===== src/rtl/ram_arbiter.sv =====
// Two-requester arbiter in front of a simple dual-port RAM: the write port and
// the read port are arbitrated independently, each with its own round-robin pointer.
module ram_arbiter #(
  parameter int DATA_W = 8,
  parameter int ADDR_W = 5
) (
  input  logic              clk,
  input  logic              rst,
  input  logic              req0,
  input  logic              req1,
  input  logic              we0,
  input  logic              we1,
  input  logic [ADDR_W-1:0] addr0,
  input  logic [ADDR_W-1:0] addr1,
  input  logic [DATA_W-1:0] wdata0,
  input  logic [DATA_W-1:0] wdata1,
  output logic              gnt0,
  output logic              gnt1,
  output logic              rvalid0,
  output logic              rvalid1,
  output logic [DATA_W-1:0] rdata0,
  output logic [DATA_W-1:0] rdata1,
  output logic              ram_en,
  output logic              ram_wr_en,
  output logic              ram_rd_en,
  output logic [ADDR_W-1:0] ram_wr_addr,
  output logic [ADDR_W-1:0] ram_rd_addr,
  output logic [DATA_W-1:0] ram_wr_data,
  input  logic [DATA_W-1:0] ram_rd_data,
  output logic [7:0]        conflict_cnt
);

  localparam int NUM_PORTS = 2;  // 0 = write port, 1 = read port

  logic [1:0]              req, we, gnt_q, rvalid_q;
  logic [1:0][ADDR_W-1:0]  addr;
  logic [1:0][DATA_W-1:0]  wdata;

  logic [NUM_PORTS-1:0][1:0] cand;
  logic [NUM_PORTS-1:0]      sel, last, grant;
  logic                      collide;
  logic                      rd_who;

  assign req   = {req1, req0};
  assign we    = {we1, we0};
  assign addr  = {addr1, addr0};
  assign wdata = {wdata1, wdata0};

  // A requester whose grant is still showing is locked out for this edge.
  assign cand[0] = req &  we & ~gnt_q;
  assign cand[1] = req & ~we & ~gnt_q;

  generate
    for (genvar p = 0; p < NUM_PORTS; p++) begin : g_port
      assign sel[p] = (cand[p] == 2'b11) ? ~last[p] : cand[p][1];
    end
  endgenerate

  // A read aimed at the word being written this edge waits one edge.
  assign collide  = grant[0] && (|cand[1]) && (addr[sel[1]] == addr[sel[0]]);
  assign grant[0] = |cand[0];
  assign grant[1] = (|cand[1]) && !collide;

  always_ff @(posedge clk) begin
    if (!rst) begin
      last <= '1;
    end else begin
      for (int p = 0; p < NUM_PORTS; p++)
        if (grant[p]) last[p] <= sel[p];
    end
  end

  always_ff @(posedge clk) begin
    if (!rst) begin
      gnt_q        <= '0;
      rvalid_q     <= '0;
      ram_en       <= 1'b0;
      ram_wr_en    <= 1'b0;
      ram_rd_en    <= 1'b0;
      ram_wr_addr  <= '0;
      ram_rd_addr  <= '0;
      ram_wr_data  <= '0;
      rd_who       <= 1'b0;
      conflict_cnt <= '0;
    end else begin
      gnt_q     <= ({1'b0, grant[0]} << sel[0]) | ({1'b0, grant[1]} << sel[1]);
      ram_wr_en <= grant[0];
      ram_rd_en <= grant[1];
      ram_en    <= grant[0] | grant[1];
      if (grant[0]) begin
        ram_wr_addr <= addr[sel[0]];
        ram_wr_data <= wdata[sel[0]];
      end
      if (grant[1]) begin
        ram_rd_addr <= addr[sel[1]];
        rd_who      <= sel[1];
      end
      // RAM returns data the cycle after the read strobe.
      rvalid_q <= {ram_rd_en & rd_who, ram_rd_en & ~rd_who};
      if (collide && conflict_cnt != 8'hFF)
        conflict_cnt <= conflict_cnt + 8'd1;
    end
  end

  assign gnt0    = gnt_q[0];
  assign gnt1    = gnt_q[1];
  assign rvalid0 = rvalid_q[0];
  assign rvalid1 = rvalid_q[1];
  assign rdata0  = ram_rd_data;
  assign rdata1  = ram_rd_data;

endmodule


===== config.mk =====
export PLATFORM = sky130hd
export DESIGN_NAME = ram_arbiter
export DESIGN_NICKNAME = d
export VERILOG_FILES = /design/src/rtl/ram_arbiter.sv
export SDC_FILE = /design/constraint.sdc
export NUM_CORES = 1
export LEC_CHECK = 0
export CAP_MARGIN = 10
export CORE_AREA = 2 2 58 88
export DETAILED_ROUTE_END_ITERATION = 7
export DIE_AREA = 0 0 60 90
export HOLD_SLACK_MARGIN = 0.08
export PLACE_DENSITY = 0.79
export SYNTH_ARGS = -nofsm -noshare
export SYNTH_HDL_FRONTEND = slang
export SYNTH_SLANG_ARGS = --single-unit

===== constraint.sdc =====
create_clock -name clk -period 2.7 [get_ports clk]
set_input_delay 0.27 -clock clk [delete_from_list [all_inputs] [get_ports clk]]
set_output_delay 0.27 -clock clk [all_outputs]
set_load 0.1 [all_outputs]

---- After elaboration in Yosys (flattened, before gate mapping) ----
Cells that the tools add are included.
Widths: inputs -> output; s select.
storage, ports and cells
  bits in latches ......................... 0
  memories ................................ 0
  bits in registers ....................... 36
  memory bits (writable) .................. 0
  input bits .............................. 40
  output and inout bits ................... 49
  word-level logic and storage cells ...... 49
  ROM bits ................................ 0
operators by class
  bitwise operators ....................... 13
  mux-type cells .......................... 8
  reduce and logical (&&, ||, !) cells .... 7
  div/mod/pow operators ................... 0
  add/sub/neg operators ................... 1
  shift operators ......................... 2
  eq/ne operators ......................... 4
  multipliers ............................. 0
  $lt $le $gt $ge ......................... 2
operators by type and width
  cell                 number
  $mux 5               4
  $mux 8               2
  $add 8x1->8 const B  1
  $and 2x2->2          4
  $ne 8x8->1 const B   1
  $eq 5x5->1           1
  $eq 2x2->1 const B   2
  $logic_and 1x1->1    4
  $lt 1x2->1 const B   2
  $not 2->2            2
  $reduce_or 2->1      2
  $shl 1x1->2          2
  $not 1->1            3
  $and 1x1->1          2
  $mux 1               2
  $or 2x2->2           1
  $logic_not 1->1      1
  $or 1x1->1           1

---- Logic depth before layout (Yosys ltp) ----
Gate-level depths: netlist of run 1.
  depth in word-level cells ............... 13
  mapped depth ............................ 7
  gate-level depth less buffers ........... 7

---- Worst setup path before layout of run 1 ----
OpenSTA, ideal clock, no wires.
  path kind ............................... register -> register
  start point ............................. reg gnt_q[0]
  end point ............................... reg conflict_cnt[2]
  period minus slack after synthesis ...... 2.498 ns
  stages on the path, launching flop included .. 8
  data required time ...................... 2.585 ns
  setup time .............................. 0.115 ns
  path slack .............................. 0.202 ns
  arrival time ............................ 2.384 ns
  buffers on the path ..................... 1
  cell sequence ........................... dfxtp_1 > nor2b_4 > a31oi_2 > o32ai_1 > nand3_2 > buf_2 > nor3_1 > o21a_1
between the ends
  cells in the longest elaborated chain, start to end .. 9
  elaborated cells between the ends (all ways) .. 17
  those cells by class .................... 3 x eq/ne; 6 x mux; 3 x bitwise; 5 x reduce/logical
ends and longest elaborated chain
  what                                       RTL line  text
  from (decl)                                35        logic [1:0] req, we, gnt_q, rvalid_q;
  from (signal assigned)                     86        gnt_q <= ({1'b0, grant[0]} << sel[0]) | ({1'b0, grant[1]} << sel[1]);
  $not 2->2 *                                50, 51
  $and 2x2->2 (on tied branches)             51, 50
  $eq 2x2->1                                 55        assign sel[p] = (cand[p] == 2'b11) ? ~last[p] : cand[p][1];
  $mux 1                                     55
  $mux 5 (implied by the code) (2 in a row)  60        assign collide = grant[0] && (|cand[1]) && (addr[sel[1]] == addr[sel[0]]);
  $eq 5x5->1                                 60
  $logic_and 1x1->1 *                        60
  $logic_and 1x1->1 *                        100       if (collide && conflict_cnt != 8'hFF)
  to (signal assigned)                       101       conflict_cnt <= conflict_cnt + 8'd1;
  to (decl)                                  30        output logic [7:0] conflict_cnt
Mark *: on every way between the ends. The rest lies on a longest branch, timed or not. The select of a mux whose other input is x is not followed.
A chain may end at the register's enable or synchronous reset.

---- Worst setup path in the final report of run 1 ----
  start point ............................. in addr1[1]
  end point ............................... reg conflict_cnt[0]
between the ends
  cells in the longest elaborated chain, start to end .. 5
  elaborated cells between the ends (all ways) .. 7
  those cells by class .................... 1 x eq/ne; 4 x mux; 2 x reduce/logical
ends and longest elaborated chain
  what                                       RTL line  text
  from (decl)                                14        input logic [ADDR_W-1:0] addr1,
  $mux 5 (implied by the code) (2 in a row)  60
  $eq 5x5->1 *                               60
  $logic_and 1x1->1 *                        60
  $logic_and 1x1->1 *                        100
Marked as above.

==> results of run 1 <==
-- routing by layer --
| metal | global-route usage | vias to the layer above | routed length [um] |
|---|---|---|---|
| li1 | - | 829 | - |
| met5 | 0 | - | 0 |
| met3 | 0.0374 | 11 | 219 |
| met1 | 0.177 | 777 | 1670 |
| met2 | 0.279 | 45 | 2170 |
| met4 | 0.0648 | 0 | 91 |
-- critical path, cell delays in order --
cell and delay [ps]:
clkdlybuf4s50_1 510, xnor2_1 140, nand2_1 130, o32ai_1 450, nand3_2 250, buf_4 240, or3_1 340, a21boi_1 140
-- cells in the mapped netlist, types with 2 or more instances --
master and n:
o31ai_1 2, o21ai_0 5, clkbuf_1 6, o311a_1 2, nor2_1 11, o21a_1 3
a221o_1 2, a21boi_1 3, nor2b_1 4, nand3_1 5, mux2i_1 9, a31oi_2 2
a21boi_0 7, dfxtp_1 36, or4_1 2, o22ai_1 2, o21bai_1 2, nand2_1 32
a21oi_1 2, o211ai_1 2, inv_1 5, o211a_1 9, buf_4 17, nor3b_1 2
nand2b_1 2, and3_1 2, xnor2_1 2, a211oi_1 2, a22oi_1 7
-- cell families after synthesis --
family / count (synthesis) / share of synthesized area
xor+xnor: 3 / 0.0142
compound gates: 57 / 0.256
simple gates: 70 / 0.191
buf+inv: 29 / 0.0940
flops: 36 / 0.389
fa+ha+maj: 1 / 0.00676
mux: 9 / 0.0487
-- worst max path at each step --
stage,startpoint,to,slack [ps],depth (start not counted)
after floorplan,gnt_q[0],conflict_cnt[2],200,7
after global placement,addr1[1],conflict_cnt[2],230,8
after detailed placement,addr1[1],conflict_cnt[2],170,8
after CTS,addr1[1],conflict_cnt[2],480,8
after global routing,addr1[1],conflict_cnt[4],360,7
final,addr1[1],conflict_cnt[0],450,8
-- through the flow --
stage / hold WS (ps) / instances / setup slack, ps / util / power [mW]
after floorplan: 404 / 205 / 202 / - / 1.10
after global placement: 425 / 318 / 226 / 0.509 / 1.13
after detailed placement: 448 / 318 / 168 / 0.509 / 1.13
after CTS: 451 / 326 / 482 / 0.529 / 1.53
after global routing: 478 / 326 / 362 / 0.529 / 1.57
final: 445 / 326 / 453 / 0.529 / 1.51
-- layout make-up --
cell class / count / area (um2)
Clock inverter: 2 / 10.0
Sequential cell: 36 / 721
Inverter: 5 / 18.8
Clock buffer: 6 / 82.6
Multi-Input combinational cell: 140 / 956
Tap cell: 66 / 82.6
Timing Repair Buffer: 71 / 611
Fill cell: 441 / 2210
-- sequential cells by signal, indices dropped and copies added, names as in the netlist --
register / cells
conflict_cnt: 8
gnt_q: 2
last: 2
ram_en: 1
ram_rd_addr: 5
ram_rd_en: 1
ram_wr_addr: 5
ram_wr_data: 8
ram_wr_en: 1
rd_who: 1
rvalid_q: 2
-- report_power, final --
part           internal [mW]  leakage, nW  switching, mW  total, mW
sequential             0.570        0.296         0.0230      0.593
combinational          0.154        0.713          0.368      0.522
clock                  0.203       0.0510          0.191      0.394
total                  0.928         1.06          0.582       1.51
==> results_dict.tcl, run 1 <==
set metrics [dict create \
    status "finished clean" \
    hold_path.class "flop to flop" \
    drtIter0Drc 35 \
    powerDensity_nw_per_um2 608 \
    rr_worst_depth 6 \
    path_clk_slew_ps 70 \
    synthFlopType "dfxtp_1" \
    avgRoutedWirePerCell_um 12.7 \
    die-area_um2 5400 \
    synth_top_area_frac 0.389 \
    antenna_cells 0 \
    via_per_inst 5.10 \
    cts.sinks 36 \
    rows 31 \
    grt_overflow 0 \
    maxCapViolCount 0 \
    synth-seq-area-share 0.389 \
    worst_slew_pin_slew_ps 541 \
    relSlewSlack 0.638 \
    period_share 0.832 \
    yosys-top-cells-area "dfxtp_1 (39%), buf_4 (6.9%), nand2_1 (6.5%), mux2i_1 (4.9%), o211a_1 (4.9%)" \
    cp-start-kind "input port" \
    finClkSkew_ps 3.45 \
    cts-hold-fix-buffers 0 \
    syn_nets 246 \
    setup_tns_ps 0 \
    grt_pass1_vias 1554 \
    synth_edf_count 0 \
    placed_area_um2 2390 \
    dp_hpwl_mm 3.06 \
    post_cts_buffers 0 \
    synth_top_cell_by_area "dfxtp_1" \
    slew_viol_final 0 \
    grt_pass1_wl_mm 6.71 \
    syn_to_final_growth_pct 34.1 \
    cts_tree "yes" \
    nets 300 \
    layout_commonest_cell "buf_4" \
    die-width_um 60 \
    drc 0 \
    drt.antenna.violating_nets 0 \
    p_leak_nw 1.06 \
    setup_viol 0 \
    die_h_um 90 \
    cts_buffer_depth 2 \
    antenna_found_initial 0 \
    postSynthAreaPerCell_um2 9.03 \
    start_util 0.394 \
    grtUsageTotal 0.160 \
    min-delay-start "ram_rd_en" \
    root_buffer "clkbuf_8" \
    clkLatencyLatePin_ps 290 \
    cts_buffers 5 \
    synth_cell_types 47 \
    syn_area_um2 1850 \
    min_path_cells 2 \
    min_to "rvalid_q[0]" \
    worst-path-max-fanout 9 \
    ys_ff_latch 36 \
    worstPathArrival_ps 2470 \
    drive_above_1_share 0.219 \
    fmax_ghz 0.445 \
    routabilityCongestion 0.799 \
    postRouteWirelength_mm 4.15 \
    io_pins 89 \
    core_um2 4690 \
    vdd_drop_max_mv 0.427 \
    yosysWarnings 0 \
    r2r-start "gnt_q[1]" \
    htreeDepth 2 \
    cts_resized 0 \
    post-route-min-period_ps 2250 \
    grt_max_degree 40 \
    reg2reg_slack_ps 620 \
    critical_path_class "input port to flop" \
    vias 1662 \
    drt-pass1-iter-count 4 \
    final_cell_mix "buf_4 (40), dfxtp_1 (36), nand2_1 (32)" \
    synthArstFlopShare 0 \
    critPathRequiredTime_ps 2920 \
    grt_setup_unrepaired "false" \
    fin_area_um2 2480 \
    critical_path.reg2reg.endpoint "conflict_cnt[0]" \
    end_kind "flop" \
    hold_viol 0 \
    port_buffers 64 \
    syn_inst 205 \
]
Power figures use the tool's default switching activity.
==> run 2: changes to the inputs <==
Settings changed: CORE_AREA 2 2 58 88 to 2 2 61 92, DIE_AREA 0 0 60 90 to 0 0 63 94, PLACE_DENSITY 0.79 to 0.75.
Clock period 2.7 ns to 2.03 ns, I/O delays scaled along.
==> run 2 against run 1 <==
Utilization increased by 1.6 points. Routed wire length increased by 11%. Die area is 9.7% higher. Global-route usage grew 0.38 points. Clock power up 32%. Cell count is 9.2% higher. Via count rose by 5.8%. Clock skew grew 2.7 ps. Critical path type is now flop to flop. Largest cell class unchanged. Highest routed layer unchanged.
==> results_dict.tcl, run 2 (synthesized netlist as in run 1, its figures left out) <==
set metrics [dict create \
    avgRoutedWirePerCell_um 13.0 \
    setup_tns_ps 0 \
    antenna_cells 0 \
    htreeDepth 2 \
    place_inst 344 \
    reg.largest.list "conflict_cnt x8, ram_wr_data x8" \
    path_cells "or3b_4, o31ai_4, nand3_2, or4_1, a21boi_1" \
    grtUsageTotal 0.164 \
    finClkSkew_ps 6.11 \
    drc 0 \
    rows 32 \
    postRouteWirelength_mm 4.62 \
    vdd_drop_max_mv 0.448 \
    cp-start-kind "flop" \
    setup_viol 0 \
    clkLatencyLatePin_ps 290 \
    syn_to_final_growth_pct 49.6 \
    switching_share 0.382 \
    core_um2 5080 \
    powerDensity_nw_per_um2 747 \
    p_comb_frac 0.366 \
    drt-pass1-iter-count 4 \
    post-route-min-period_ps 1990 \
    cts.sinks 36 \
    die-width_um 63 \
    dp_hpwl_mm 3.47 \
    status "finished clean" \
    reg2reg_slack_ps 40 \
    period_share 0.979 \
    crit_cells 5 \
    maxCapViolCount 0 \
    root_buffer "clkbuf_8" \
    r2r-start "gnt_q[1]" \
    cp.buffers_inverters 0 \
    cts-hold-fix-buffers 0 \
    worst_slew_pin_slew_ps 544 \
    io_pins 89 \
    grt_pass1_vias 1711 \
    pre_cts_ws_ps -325 \
    vias 1759 \
    path_clk_slew_ps 70 \
    antenna_found_initial 0 \
    critical_path.reg2reg.endpoint "conflict_cnt[3]" \
    critPathRequiredTime_ps 2250 \
    worstPathArrival_ps 2200 \
    path_delay_family "simple AND/OR/NAND/NOR gates" \
    slowest_stage "or4_1" \
    drive_above_1_share 0.337 \
    hold_viol 0 \
    grt_max_degree 18 \
    port_buffers 64 \
    critPathCapture "conflict_cnt[3]" \
    die_h_um 94 \
    hold_path.class "input port to flop" \
    final_cell_mix "buf_4 (68), nand2_1 (32), dfxtp_1 (29)" \
    via_per_inst 4.94 \
    critPathMaxStageDelay_ps 550 \
    p_int_mw 1.28 \
    slew_viol_final 0 \
    routabilityCongestion 0.787 \
    finalNonFillerCells 356 \
    cts_tree "yes" \
    grt_setup_unrepaired "true" \
    seq_power_share 0.382 \
    switchingPower_uw 790 \
    relSlewSlack 0.636 \
    worst-path-max-fanout 6 \
    start_util 0.364 \
    end_kind "flop" \
    p_leak_nw 1.25 \
    drt.antenna.violating_nets 0 \
    power.clock.fraction 0.252 \
    grt_pass1_wl_mm 7.58 \
    finalWorstSetupSlack_ps 41.7 \
    critical_path_class "flop to flop" \
    startpoint "gnt_q[1]" \
    grt_overflow 0 \
    fmax_ghz 0.503 \
    drtIter0Drc 62 \
    die-area_um2 5920 \
    nets 328 \
    layout_commonest_cell "buf_4" \
    rr_worst_depth 5 \
    cts_buffer_depth 2 \
    cts_buffers 5 \
]
[run 2: power by group through the flow]
| stage | Sequential (mW) | Clock, mW | Combinational (mW) |
|---|---|---|---|
| after global routing | 0.796 | 0.569 | 0.797 |
| after CTS | 0.790 | 0.540 | 0.748 |
| after detailed placement | 0.805 | 0 | 0.744 |
| final | 0.790 | 0.520 | 0.756 |
| after global placement | 0.804 | 0 | 0.736 |
| after floorplan | 1.14 | 0 | 0.321 |
[run 2: worst min-delay path, stage by stage]
cell,delay [ps]
dlymetal6s2s_1,160
a211oi_1,100
nor3b_1,170
[run 2: timing repair]
| action | 4_1_cts | 5_1_grt |
|---|---|---|
| setup buffers | 0 | 4 |
| pin swaps | 3 | 7 |
| gates resized for setup | 3 | 11 |
| endpoints found under the setup margin | 4 | 7 |
[run 2: layout make-up]
cell class / count / area, um2
Fill cell: 466 / 2320
Multi-Input combinational cell: 140 / 1000
Timing Repair Buffer: 99 / 832
Sequential cell: 36 / 734
Tap cell: 68 / 85.1
Clock buffer: 6 / 82.6
Inverter: 5 / 18.8
Clock inverter: 2 / 10.0
[run 2: per-stage QoR]
step	hold WS (ps)	cell area (um2)	total power [mW]	utilization
after floorplan	350	1870	1.46	-
after global placement	407	2590	1.54	0.510
after detailed placement	407	2590	1.55	0.510
after CTS	407	2690	2.08	0.529
after global routing	406	2770	2.16	0.544
final	386	2770	2.07	0.544
[run 2: worst min path at each step]
stage	startpoint	end	cells after the start
floorplan	wdata0[1]	ram_wr_data[1]	2
global placement	ram_rd_data[3]	rdata0[3]	0
detailed placement	ram_rd_data[3]	rdata0[3]	0
CTS	ram_rd_data[3]	rdata0[3]	0
global route	ram_rd_data[1]	rdata0[1]	0
finish	addr1[4]	ram_wr_addr[4]	3
[run 2: metal layers]
metal,GRT usage,up-vias,part of all wire
li1,-,881,-
met1,0.172,814,0.38
met2,0.296,52,0.54
met3,0.0456,12,0.061
met4,0.0796,0,0.024
met5,0,-,0
